$ cat src/rtl/display_pkg.sv
// Shared constants and state types for the serial 7-segment display path.
// Register addresses follow the MAX7219 register map.
package display_pkg;

  localparam logic [3:0] ADDR_DECODE    = 4'h9;
  localparam logic [3:0] ADDR_INTENSITY = 4'hA;
  localparam logic [3:0] ADDR_SCANLIM   = 4'hB;
  localparam logic [3:0] ADDR_SHUTDOWN  = 4'hC;
  localparam logic [3:0] ADDR_TEST      = 4'hF;

  localparam logic [3:0] BCD_BLANK = 4'hF;

  typedef enum logic [1:0] {
    ST_INIT,
    ST_IDLE,
    ST_REFRESH
  } ctrl_state_e;

  typedef enum logic [2:0] {
    W_IDLE,
    W_SETUP,
    W_HIGH,
    W_LOW,
    W_GAP
  } word_state_e;

  // Builds a 16-bit driver word from register address and data byte.
  function automatic logic [15:0] mk_word(
    input logic [3:0] addr,
    input logic [7:0] data
  );
    return {4'h0, addr, data};
  endfunction

endpackage

$ cat src/rtl/serial_word_tx.sv
// 16-bit MSB-first word engine for the LOAD/DOUT/SCK bus.
// Each phase lasts CLK_DIV cycles; a word is 34 phases long.
module serial_word_tx
  import display_pkg::*;
#(
  parameter int CLK_DIV = 4
) (
  input  logic        i_clk,
  input  logic        i_reset_n,
  input  logic        i_start,
  input  logic [15:0] i_word,
  output logic        o_ready,
  output logic        o_done,
  output logic        o_serial_load,
  output logic        o_serial_dout,
  output logic        o_serial_clk
);

  localparam int DW = $clog2(CLK_DIV + 1);
  localparam logic [DW-1:0] DIV_MAX = DW'(CLK_DIV - 1);

  word_state_e st_q, st_d;
  logic [DW-1:0] div_q, div_d;
  logic [3:0] bit_q, bit_d;
  logic [15:0] sh_q, sh_d;
  logic load_q, load_d;
  logic sck_q, sck_d;
  logic dout_q, dout_d;
  logic tick;
  logic launch;

  assign tick = (div_q == DIV_MAX);
  assign o_ready = (st_q == W_IDLE) ||
                   ((st_q == W_GAP) && tick);
  assign o_serial_load = load_q;
  assign o_serial_dout = dout_q;
  assign o_serial_clk  = sck_q;

  // Engine and bus output registers.
  always_ff @(posedge i_clk) begin
    if (!i_reset_n) begin
      st_q   <= W_IDLE;
      div_q  <= '0;
      bit_q  <= 4'd0;
      sh_q   <= 16'h0;
      load_q <= 1'b1;
      sck_q  <= 1'b0;
      dout_q <= 1'b0;
    end else begin
      st_q   <= st_d;
      div_q  <= div_d;
      bit_q  <= bit_d;
      sh_q   <= sh_d;
      load_q <= load_d;
      sck_q  <= sck_d;
      dout_q <= dout_d;
    end
  end

  // Phase sequencing; a start at the end of GAP chains words back-to-back.
  always_comb begin
    st_d   = st_q;
    div_d  = div_q;
    bit_d  = bit_q;
    sh_d   = sh_q;
    load_d = load_q;
    sck_d  = sck_q;
    dout_d = dout_q;
    o_done = 1'b0;
    launch = 1'b0;
    if (st_q != W_IDLE)
      div_d = tick ? '0 : div_q + DW'(1);
    unique case (st_q)
      W_IDLE: launch = i_start;
      W_SETUP: begin
        if (tick) begin
          st_d  = W_HIGH;
          sck_d = 1'b1;
        end
      end
      W_HIGH: begin
        if (tick) begin
          st_d  = W_LOW;
          sck_d = 1'b0;
          if (bit_q != 4'd0)
            dout_d = sh_q[bit_q - 4'd1];
        end
      end
      W_LOW: begin
        if (tick) begin
          if (bit_q == 4'd0) begin
            st_d   = W_GAP;
            load_d = 1'b1;
            dout_d = 1'b0;
          end else begin
            st_d  = W_HIGH;
            bit_d = bit_q - 4'd1;
            sck_d = 1'b1;
          end
        end
      end
      W_GAP: begin
        if (tick) begin
          o_done = 1'b1;
          st_d   = W_IDLE;
          launch = i_start;
        end
      end
      default: st_d = W_IDLE;
    endcase
    if (launch) begin
      st_d   = W_SETUP;
      div_d  = '0;
      sh_d   = i_word;
      bit_d  = 4'd15;
      load_d = 1'b0;
      dout_d = i_word[15];
    end
  end

endmodule

$ cat src/rtl/serial_display_ctrl.sv
// MAX7219-style display controller: init sequence, then coalesced refreshes.
// Option SERIAL_DISPLAY_LEADING_BLANK_EN blanks leading zero digits.
module serial_display_ctrl
  import display_pkg::*;
#(
  parameter int NUM_DIGITS = 6,
  parameter int CLK_DIV    = 4
) (
  input  logic                    i_clk,
  input  logic                    i_reset_n,
  input  logic                    i_en,
  input  logic                    i_update,
  input  logic [4*NUM_DIGITS-1:0] i_digits,
  input  logic [NUM_DIGITS-1:0]   i_dp,
  input  logic [3:0]              i_brightness,
  output logic                    o_serial_load,
  output logic                    o_serial_dout,
  output logic                    o_serial_clk,
  output logic                    o_busy
);

  localparam logic [3:0] N_INIT = 4'd5;
  localparam logic [3:0] N_REF  = 4'(NUM_DIGITS + 1);
  localparam logic [3:0] SCAN   = 4'(NUM_DIGITS - 1);

  ctrl_state_e st_q, st_d;
  logic [3:0] idx_q, idx_d;
  logic pend_q, pend_d;
  logic [4*NUM_DIGITS-1:0] dig_q, dig_d;
  logic [NUM_DIGITS-1:0] dp_q, dp_d;
  logic [3:0] bri_q, bri_d;

  logic eng_ready;
  logic eng_done;
  logic start;
  logic more;
  logic seq_end;
  logic enter_ref;
  logic [3:0] nwords;
  logic [15:0] word;
  logic [3:0] bcd;
  logic [NUM_DIGITS-1:0] blank;

  serial_word_tx #(
    .CLK_DIV(CLK_DIV)
  ) u_tx (
    .i_clk        (i_clk),
    .i_reset_n    (i_reset_n),
    .i_start      (start),
    .i_word       (word),
    .o_ready      (eng_ready),
    .o_done       (eng_done),
    .o_serial_load(o_serial_load),
    .o_serial_dout(o_serial_dout),
    .o_serial_clk (o_serial_clk)
  );

  assign o_busy = (st_q != ST_IDLE) || pend_q;

`ifdef SERIAL_DISPLAY_LEADING_BLANK_EN
  logic lead;

  // Blank zero digits from the top down until the first non-zero one.
  always_comb begin
    blank = '0;
    lead  = 1'b1;
    for (int k = NUM_DIGITS - 1; k >= 1; k--) begin
      if (lead && (dig_q[4*k +: 4] == 4'h0))
        blank[k] = 1'b1;
      else
        lead = 1'b0;
    end
  end
`else
  assign blank = '0;
`endif

  // Control state and latched display snapshot.
  always_ff @(posedge i_clk) begin
    if (!i_reset_n) begin
      st_q   <= ST_INIT;
      idx_q  <= 4'd0;
      pend_q <= 1'b0;
      dig_q  <= '0;
      dp_q   <= '0;
      bri_q  <= 4'h0;
    end else begin
      st_q   <= st_d;
      idx_q  <= idx_d;
      pend_q <= pend_d;
      dig_q  <= dig_d;
      dp_q   <= dp_d;
      bri_q  <= bri_d;
    end
  end

  // Word selection for the next word to launch.
  always_comb begin
    word = 16'h0;
    bcd  = 4'h0;
    if (st_q == ST_INIT) begin
      unique case (idx_q)
        4'd0:    word = mk_word(ADDR_SHUTDOWN, 8'h01);
        4'd1:    word = mk_word(ADDR_SCANLIM, {4'h0, SCAN});
        4'd2:    word = mk_word(ADDR_DECODE, 8'hFF);
        4'd3:    word = mk_word(ADDR_INTENSITY,
                                {4'h0, i_brightness});
        default: word = mk_word(ADDR_TEST, 8'h00);
      endcase
    end else if (idx_q == 4'd0) begin
      word = mk_word(ADDR_INTENSITY, {4'h0, bri_q});
    end else begin
      for (int k = 0; k < NUM_DIGITS; k++) begin
        if (idx_q == 4'(k + 1)) begin
          bcd  = blank[k] ? BCD_BLANK : dig_q[4*k +: 4];
          word = mk_word(4'(k + 1),
                         {dp_q[k], 3'b000, bcd});
        end
      end
    end
  end

  // Sequencer: launches words, coalesces requests, chains refreshes.
  always_comb begin
    st_d      = st_q;
    idx_d     = idx_q;
    pend_d    = pend_q;
    dig_d     = dig_q;
    dp_d      = dp_q;
    bri_d     = bri_q;
    enter_ref = 1'b0;
    nwords    = (st_q == ST_INIT) ? N_INIT : N_REF;
    more      = (idx_q < nwords);
    start     = (st_q != ST_IDLE) && i_en &&
                eng_ready && more;
    seq_end   = (st_q != ST_IDLE) && eng_done && !more;
    if (start)
      idx_d = idx_q + 4'd1;
    unique case (st_q)
      ST_INIT: begin
        if (seq_end)
          enter_ref = 1'b1;
      end
      ST_REFRESH: begin
        if (seq_end) begin
          if (pend_q)
            enter_ref = 1'b1;
          else
            st_d = ST_IDLE;
        end
      end
      ST_IDLE: begin
        if (i_en && (i_update || pend_q))
          enter_ref = 1'b1;
      end
      default: st_d = ST_INIT;
    endcase
    if (i_update)
      pend_d = 1'b1;
    if (enter_ref) begin
      st_d   = ST_REFRESH;
      idx_d  = 4'd0;
      pend_d = 1'b0;
      dig_d  = i_digits;
      dp_d   = i_dp;
      bri_d  = i_brightness;
    end
  end

endmodule

$ cat config.mk
export PLATFORM = sky130hd
export DESIGN_NAME = serial_display_ctrl
export DESIGN_NICKNAME = d
export VERILOG_FILES = /design/src/rtl/display_pkg.sv /design/src/rtl/serial_word_tx.sv /design/src/rtl/serial_display_ctrl.sv
export SDC_FILE = /design/constraint.sdc
export NUM_CORES = 1
export LEC_CHECK = 0
export CAP_MARGIN = 40
export CORE_ASPECT_RATIO = 0.7
export CORE_MARGIN = 2
export CORE_UTILIZATION = 60
export DETAILED_ROUTE_END_ITERATION = 7
export PLACE_DENSITY = 0.85
export REMOVE_ABC_BUFFERS = 1
export SLEW_MARGIN = 20
export SYNTH_ARGS = -nofsm -noshare
export SYNTH_HDL_FRONTEND = slang
export SYNTH_SLANG_ARGS = --single-unit
$ cat constraint.sdc
create_clock -name i_clk -period 6.3 [get_ports i_clk]
set_clock_uncertainty 0.15 [all_clocks]
set_input_delay 1.26 -clock i_clk [delete_from_list [all_inputs] [get_ports i_clk]]
set_output_delay 1.26 -clock i_clk [all_outputs]
set_load 0.005 [all_outputs]
==> flow_metrics.py <==
metrics = {
    "run_status": {
        "status": "finished clean",
    },
    "sta": {
        "finalHoldViolations": 0,
        "finalCriticalPeriod_ns": 3.38,
        "fin_crit_sh_pct": 53.6,
        "max_freq_mhz": 296,
        "worst_pin_slew_ns": 0.797,
        "fin_setup_tns_ns": 0,
        "finalMaxSlewViolations": 0,
        "setup_violations": 0,
        "setup_slack_ns": 2.92,
        "maxSlewHeadroom_pct": 46.8,
        "rsz0062_at_grt": "false",
    },
    "place": {
        "pre_cts_ws_ns": 2.64,
        "hpwl_mm": 5.04,
        "place_area_um2": 3680,
        "dp.cells": 475,
        "numPortBuffers": 41,
        "routabilityCongestion": 0.862,
    },
    "clock_network": {
        "clkTransAtPathRegs_ns": 0.07,
        "hold_buffers": 0,
        "cts_buffers": 9,
        "cts-resized-gates": 0,
        "post_cts_buffers": 0,
        "cts_tree": "done",
        "ctsHtreeMaxLevel": 3,
        "clk_path_buf_depth": 2,
        "worstSkewPairLatency_ns": 0.35,
        "cts-root-buf": "clkbuf_8",
        "clock_sinks": 64,
    },
    "synth": {
        "ys_async_sr_fraction_pct": 0,
        "ys_types": 59,
        "syn_inst": 391,
        "synth_area_leaders": "dfxtp_1 (39%), mux2i_1 (11%), nor2_1 (6.7%)",
        "synth_edf_count": 0,
        "synth_top_cell_area_share_pct": 38.6,
        "yosys_warnings": 0,
        "ys.flop_type": "dfxtp_1",
        "ys_seq_elements": 64,
        "synth_area_per_cell_um2": 8.48,
        "synth_area_leader_cell": "dfxtp_1",
        "ys_seq_area_share_pct": 38.6,
        "synth_area_um2": 3320,
    },
    "cells_and_area": {
        "final_common_cell": "dfxtp_1",
        "fillers": 409,
        "multi_input_area_um2": 1840,
        "final_cell_mix": "dfxtp_1 (64), nor2_1 (59), clkdlybuf4s50_1 (41), a21oi_1 (36), mux2i_1 (36)",
        "nNetsFinal": 460,
        "final_util_pct": 72.8,
        "area_delta_synth_final_pct": 16.1,
        "num_antenna_cells": 0,
        "fin_area_um2": 3850,
        "drive_gt1_share_pct": 7.16,
        "stdcell_count": 491,
        "seq_area_um2": 1280,
    },
    "die": {
        "coreArea_um2": 5290,
        "dieArea_um2": 6150,
        "io_pins": 42,
        "fp.dieH_um": 66.2,
        "chipWidth_um": 92.9,
        "fp-row-count": 22,
        "start_util_pct": 62.7,
    },
    "power_and_ir_drop": {
        "vdd_drop_max_v": 0.000114,
        "cellLeakagePower_uw": 0.00129,
        "power_density_nw_per_um2": 221,
    },
    "routing": {
        "drtPass1Iterations": 4,
        "drc": 0,
        "routed_via_density": 5.81,
        "ant_nets": 0,
        "drt_iter0_drc": 241,
        "routed_wl_mm": 7.46,
        "vias": 2853,
        "wire_per_inst_um": 15.2,
    },
    "global_routing": {
        "grt_pass1_vias": 2641,
        "gr-total-overflow": 0,
        "grt_first_pass_wirelength_mm": 12.2,
        "grt_max_degree": 46,
        "track_usage_pct": 25.4,
        "grt_antenna_before_repair": 0,
    },
    "setup_path": {
        "arrival_ns": 3.47,
        "cp.required_ns": 6.39,
        "critPathKind": "flop to flop",
        "cp-start-kind": "flop",
        "r2r_setup_slack_ns": 2.92,
        "end_kind": "flop",
        "r2r_start": "st_q[1]",
        "rr_worst_depth": 8,
        "critPathMaxFanout": 19,
        "r2r-end": "u_tx.sh_q[2]",
    },
    "min_path": {
        "hold_depth": 2,
        "worstHoldStart": "u_tx.sh_q[6]",
        "holdCritPathClass": "flop to flop",
        "holdPathEnd": "u_tx.sh_q[6]",
    },
    "run": {
        "cap_violations": 0,
    },
}
final cells by class:
cell class                 instances  share of cell area (%)
inverter                          15                    1.46
timing repair buffer              42                    10.9
clock inverter                     4                   0.520
sequential                        64                    33.3
clock buffer                      12                    3.77
tap                               72                    2.34
multi-input combinational        282                    47.8
kinds of logic after synthesis:
logic type,count (synthesis),share of synthesized area [%]
AO/OA/AOI/OAI,94,18.2
AND/OR/NAND/NOR,136,19.7
XOR/XNOR,6,1.81
flip-flops,64,38.6
adder cells (fa/ha/maj),8,3.02
multiplexers,38,12.2
buffers and inverters,45,6.49
cell usage after synthesis (3+ instances only):
master,number
a21oi_2,3
inv_1,13
xnor2_1,4
mux2i_1,36
clkbuf_1,15
and2_1,3
a31oi_1,5
nand3b_1,3
ha_1,8
nand2b_1,3
buf_4,3
nor3_1,10
nand4_1,4
nor2b_1,7
o21ai_0,23
a21oi_1,36
dfxtp_1,64
nand3_1,8
buf_2,9
nor2_1,59
nand2_1,25
a2111oi_0,4
o31ai_1,3
flip-flops by register name (all words and copies together), names as in the netlist:
signal / count
idx_q: 4
u_tx.bit_q: 4
u_tx.div_q: 3
bri_q: 4
u_tx.o_serial_dout: 1
st_q: 2
u_tx.st_q: 3
dig_q: 24
u_tx.sh_q: 10
dp_q: 6
u_tx.o_serial_clk: 1
u_tx.o_serial_load: 1
pend_q: 1
layer usage:
| layer | vias up | GRT usage (%) | routed length (um) |
|---|---|---|---|
| met5 | - | 0 | 0 |
| met4 | 0 | 11.2 | 133 |
| met3 | 15 | 7.53 | 522 |
| met2 | 105 | 38.5 | 3330 |
| met1 | 1310 | 33.9 | 3470 |
| li1 | 1423 | - | - |
worst max path at each step:
stage	start	end	slack, ns	depth (start not counted)
4_1_cts	i_en	u_tx.sh_q[2]	3.00	6
2_1_floorplan	i_en	idx_q[0]	0.48	4
3_5_place_dp	i_en	u_tx.sh_q[2]	2.64	6
6_report	st_q[1]	u_tx.sh_q[2]	2.92	8
3_3_place_gp	i_en	u_tx.sh_q[2]	2.72	6
5_1_grt	st_q[1]	u_tx.sh_q[2]	2.74	8
worst max-delay path: stages, from the launching register on:
cell     delay [ns]
dfxtp_1        0.44
or2_1          0.43
inv_1          0.31
ha_1           0.35
a21o_1         0.19
a21oi_2        0.32
and2_1         0.63
o41ai_1        0.19
o221a_1        0.25
where the power goes:
group / total [uW] / switching [uW] / internal, uW / leakage, uW
clock network: 303 / 152 / 151 / 0.0000899
logic: 118 / 61.4 / 56.2 / 0.000680
registers: 429 / 13.4 / 416 / 0.000520
total: 849 / 227 / 623 / 0.00129
through the flow:
| step | hold slack, ns | power, uW |
|---|---|---|
| 4_1_cts | 0.311 | 853 |
| 3_5_place_dp | 0.301 | 554 |
| 3_3_place_gp | 0.292 | 550 |
| 2_1_floorplan | 0.281 | 506 |
| 5_1_grt | 0.330 | 884 |
| 6_report | 0.311 | 849 |
Power figures use the tool's default switching activity.
